File: src/rtl/msg_schedule_stream.sv
// -----------------------------------------------------------------------------
// msg_schedule_stream
//   Streaming SHA-2 message-schedule expander. Loads one padded 16-word block
//   and emits W[0..ROUNDS-1] one word per handshake from a rolling 16-word
//   window. Each handshake retires win[0] and appends the next expanded word.
//   WORD_W=32 selects the SHA-256 sigma set, WORD_W=64 the SHA-512 set.
//   Legal ROUNDS is 17..255: 64 for SHA-256, 80 for SHA-512.
//
// Ports
//   clock     in   rising-edge clock
//   reset     in   synchronous, active-high; aborts any block in flight
//   start     in   load block_in; ignored while busy
//   block_in  in   16*WORD_W padded block, W[0] in the most significant word
//   busy      out  block in progress (cycle after acceptance .. final handshake)
//   w_valid   out  w_out / w_index hold a schedule word
//   w_ready   in   consumer accepts the word (transfer = w_valid & w_ready)
//   w_out     out  schedule word W[w_index], zero when not valid
//   w_index   out  round index 0..ROUNDS-1, zero when not valid
//   done      out  one-cycle pulse after W[ROUNDS-1] transfers
// -----------------------------------------------------------------------------
module msg_schedule_stream #(
  parameter int WORD_W = 32,
  parameter int ROUNDS = 64
) (
  input  logic                  clock,
  input  logic                  reset,
  input  logic                  start,
  input  logic [16*WORD_W-1:0]  block_in,
  output logic                  busy,
  output logic                  w_valid,
  input  logic                  w_ready,
  output logic [WORD_W-1:0]     w_out,
  output logic [7:0]            w_index,
  output logic                  done
);

  localparam logic [7:0] LAST_IDX = 8'(ROUNDS - 1);

  typedef enum logic {
    IDLE,
    RUN
  } state_t;

  state_t            state;
  state_t            state_next;
  logic [WORD_W-1:0] win [16];
  logic [7:0]        t;
  logic              transfer;
  logic              last;
  logic [WORD_W-1:0] nw;

  function automatic logic [WORD_W-1:0] rotr(input logic [WORD_W-1:0] x,
                                              input int unsigned n);
    return (x >> n) | (x << (WORD_W - n));
  endfunction

  function automatic logic [WORD_W-1:0] sig0(input logic [WORD_W-1:0] x);
    if (WORD_W == 32) return rotr(x, 7) ^ rotr(x, 18) ^ (x >> 3);
    else              return rotr(x, 1) ^ rotr(x, 8)  ^ (x >> 7);
  endfunction

  function automatic logic [WORD_W-1:0] sig1(input logic [WORD_W-1:0] x);
    if (WORD_W == 32) return rotr(x, 17) ^ rotr(x, 19) ^ (x >> 10);
    else              return rotr(x, 19) ^ rotr(x, 61) ^ (x >> 6);
  endfunction

  assign w_valid  = (state == RUN);
  assign busy     = w_valid;
  assign transfer = w_valid & w_ready;
  assign last     = (t == LAST_IDX);

  // Outputs come straight from registers; w_ready only steers the next state,
  // so there is no combinational path from w_ready to w_out.
  assign w_out   = w_valid ? win[0] : '0;
  assign w_index = w_valid ? t : '0;

  // Single 4-operand adder fed only by window registers; carries out of the
  // word are discarded. Words beyond ROUNDS-1 land in the window unused.
  assign nw = sig1(win[14]) + win[9] + sig0(win[1]) + win[0];

  // NOTE: every output of a combinational block gets a default before the
  // case so that no path leaves it unassigned, which would infer a latch.
  always_comb begin
    state_next = state;
    unique case (state)
      IDLE: if (start)           state_next = RUN;
      RUN:  if (transfer && last) state_next = IDLE;
      default:                   state_next = IDLE;
    endcase
  end

  // NOTE: sequential state uses non-blocking assignments only, so every
  // register samples values from before the edge (the shift relies on it).
  always_ff @(posedge clock) begin
    if (reset) begin
      state <= IDLE;
      t     <= '0;
      done  <= 1'b0;
      // NOTE: the window is deliberately reset so no word of an aborted
      // block can survive; it is only 16 registers, not a RAM.
      for (int i = 0; i < 16; i++) win[i] <= '0;
    end else begin
      state <= state_next;
      done  <= transfer && last;
      if (state == IDLE && start) begin
        for (int i = 0; i < 16; i++)
          win[i] <= block_in[(16-i)*WORD_W-1 -: WORD_W];
        t <= '0;
      end else if (transfer && !last) begin
        for (int i = 0; i < 15; i++) win[i] <= win[i+1];
        win[15] <= nw;
        t       <= t + 8'd1;
      end
    end
  end

endmodule

File: config.mk
export PLATFORM = sky130hd
export DESIGN_NAME = msg_schedule_stream
export DESIGN_NICKNAME = d
export VERILOG_FILES = /design/src/rtl/msg_schedule_stream.sv
export SDC_FILE = /design/constraint.sdc
export NUM_CORES = 1
export LEC_CHECK = 0
export ABC_CLOCK_PERIOD_IN_PS = 5800
export CAP_MARGIN = 30
export CORE_MARGIN = 2
export CORE_UTILIZATION = 30
export CTS_CLUSTER_DIAMETER = 60
export DETAILED_ROUTE_END_ITERATION = 12
export HOLD_SLACK_MARGIN = 0.15
export MAX_ROUTING_LAYER = met4
export PLACE_DENSITY = 0.57
export SETUP_SLACK_MARGIN = 0.2
export SYNTH_ARGS = -nofsm -noshare
export SYNTH_HDL_FRONTEND = slang
export SYNTH_SLANG_ARGS = --single-unit
File: constraint.sdc
create_clock -name clock -period 5.8 [get_ports clock]
set_input_delay 1.16 -clock clock [delete_from_list [all_inputs] [get_ports clock]]
set_output_delay 1.16 -clock clock [all_outputs]
set_load 0.01 [all_outputs]
==> impl_metrics.tcl <==
set metrics [dict create \
    reg2regPathDepth 17 \
    max_stage_delay_ps 520 \
    vias_per_cell 5.04 \
    nets 2974 \
    finalClockSkew_ps 18.9 \
    hold_buffers 0 \
    path_cells "xnor2_1 > xnor2_1 > fa_1 > inv_1 > fa_1 > inv_1 > ha_1 > inv_1 > fa_1 > and2b_1 > o2111ai_2 > a2111o_1 > a21oi_2 > o21ai_1 > a21oi_1 > mux2i_1 > nand2_1" \
    cts-root-buf "clkbuf_16" \
    core_mm2 0.0849 \
    synth_compound_area_share_pct 19.6 \
    rows 107 \
    htree_levels 2 \
    dieHeight_um 296 \
    crit_path_max_fanout 4 \
    place_hpwl_um 78100 \
    async_flop_share_pct 0 \
    gp_congestion 0.911 \
    clk_pin_slew_ps 70 \
    period_share_pct 82.0 \
    r2r_start "win[1][4]$_SDFFCE_PN0P_" \
    final_common_cell "clkdlybuf4s50_1" \
    synthSimpleGateAreaFrac_pct 3.49 \
    crit_type "reg2reg" \
    final_cell_mix "clkdlybuf4s50_1, edfxtp_1, a22o_1" \
    drv_cap 0 \
    vias 18000 \
    cts.sinks 522 \
    drc_errors 0 \
    slew_violations 0 \
    post_cts_resize_count 0 \
    antenna_found_initial 16 \
    grt_overflow 0 \
    synth_xor_area_share_pct 5.10 \
    final-seq-area_mm2 0.0156 \
    power_mw 14.5 \
    start_kind "flip-flop" \
    clock_path_buffers 3 \
    grt_pass1_wl_um 134000 \
    die_area_mm2 0.0876 \
    wire_per_inst_um 27.9 \
    ys_seq_area_share_pct 60.9 \
    worst_ep_arrival_time_ps 5140 \
    p_leak_nw 13.3 \
    drt_pass1_iterations 5 \
    synth_top_family_by_area "compound AO/OA/AOI/OAI gates" \
    dpl_cell_area_mm2 0.0327 \
    synth_edf_count 512 \
    ys_ff_latch 522 \
    totalWireLength_um 99700 \
    rr_endpoint "win[15][27]$_DFFE_PP_" \
    synthAdderAreaFrac_pct 6.42 \
    synth_nets 2431 \
    drtAntennaViolNets 0 \
    r2r_slack_ps 1040 \
    synthDistinctLibCells 59 \
    cts_buffers 61 \
    synthCells 1821 \
    whs_endpoint "win[9][17]$_DFFE_PP_" \
    stdcell_area_mm2 0.0348 \
    postCtsSetupBuffers 0 \
    synth.mux.area_fraction_pct 0.117 \
    fin_crit_ps 4760 \
    worst_pin_slew_ps 835 \
    synth_area_mm2 0.0256 \
    ys_warn_count 0 \
    cts_tree "done" \
    grt_usage_pct 22.4 \
    p_per_area_mw_per_mm2 416 \
    final-hold-violation-count 0 \
    num-fill-cells 7968 \
    status "finished, final reports clean" \
    min_from "win[10][17]$_DFFE_PP_" \
    dieWidth_um 296 \
    grt_max_degree 138 \
    io_buffers 558 \
    whs_ps 516 \
    placedCellCount 3445 \
    ys.flop_type "edfxtp_1" \
    place_ws_ps 1060 \
    hold_path_depth 1 \
    startpoint "win[1][4]$_SDFFCE_PN0P_" \
    fmax_mhz 210 \
    start_util_pct 30.1 \
    cp-end-kind "flip-flop" \
    layout_setup_ws_ps 1040 \
    ir_drop_v 0.000259 \
    finalNonFillerCells 3575 \
    critPathSlowestCell "a2111o_1" \
    syn_to_final_growth_pct 35.8 \
    multi_input_area_mm2 0.00892 \
    finalSetupViolations 0 \
    layout-drive-gt1-share_pct 6.91 \
    fin_setup_tns_ps 0 \
    max_slew_margin_pct 44.2 \
    grt_pass1_vias 18200 \
    drtIter0Drc 1507 \
    postSynthAreaPerCell_um2 14.1 \
    ios 559 \
    final_util_pct 40.9 \
    rsz0062_at_grt "no" \
    clk_latency_ps 630 \
    cp.required_ps 6180 \
    hold_path.class "reg2reg" \
]
==> layer usage <==
layer  up-vias  track usage [%]  share of wire (%)
met3        88             5.24                8.2
li1       8111                -                  -
met1      9090             28.3                 41
met4         0             4.27                1.7
met5         -                -                  0
met2       743             37.1                 49
==> power by group <==
part | internal, mW | total [mW] | switching [mW]
clock | 2.28 | 3.96 | 1.67
combinational | 2.19 | 5.50 | 3.31
sequential | 4.67 | 5.01 | 0.340
==> critical path, delay by kind of cell (launching register included) <==
kind            cells  cell delay, ps
mux                 1             200
buf+inv             3             210
fa+ha+maj           4            1520
simple gates        2             310
compound gates      5            1190
flops               1             470
xor+xnor            2             630
==> sequential cells by signal, indices dropped and copies added, names as in the netlist <==
signal / flops
win: 512
t: 8
busy: 1
done: 1
==> worst max path at each step <==
stage	to	slack, ps	cells past startpoint
floorplan	win[1][0]$_SDFFCE_PN0P_	950	4
global placement	win[15][27]$_DFFE_PP_	1020	17
detailed placement	win[15][27]$_DFFE_PP_	1060	17
CTS	win[15][27]$_DFFE_PP_	1050	17
global route	win[15][27]$_DFFE_PP_	840	17
finish	win[15][27]$_DFFE_PP_	1040	17
==> cells by family after synthesis <==
logic type                 Yosys count
adders and majority gates           94
xor gates and xnor gates           149
buffers and inverters              275
muxes                                3
DFF                                522
AOI/OAI and AO/OA                  602
and+or+nand+nor                    176
==> synth_stat cells, types with 11 or more instances <==
| master | number | share of area [%] |
|---|---|---|
| a21o_1 | 11 | 0.32 |
| nor2_1 | 25 | 0.37 |
| o21ai_1 | 14 | 0.27 |
| and2_1 | 40 | 0.98 |
| fa_1 | 62 | 4.9 |
| clkbuf_1 | 55 | 0.81 |
| o21ai_0 | 26 | 0.51 |
| a21oi_1 | 28 | 0.55 |
| xor2_1 | 27 | 0.92 |
| ha_1 | 32 | 1.6 |
| a22o_1 | 482 | 16 |
| nand2_1 | 55 | 0.81 |
| inv_1 | 149 | 2.2 |
| buf_2 | 67 | 1.3 |
| xnor2_1 | 122 | 4.2 |
| edfxtp_1 | 512 | 60 |
==> final cells by class <==
class	instances	area share [%]
repair buffers	606	17.8
inverters	149	1.61
multi-input cells	1024	25.7
well taps	1144	4.12
clock inverters	39	1.20
diodes	14	0.101
clock buffers	77	4.69
flip-flops and latches	522	44.8
Power figures use the tool's default switching activity.
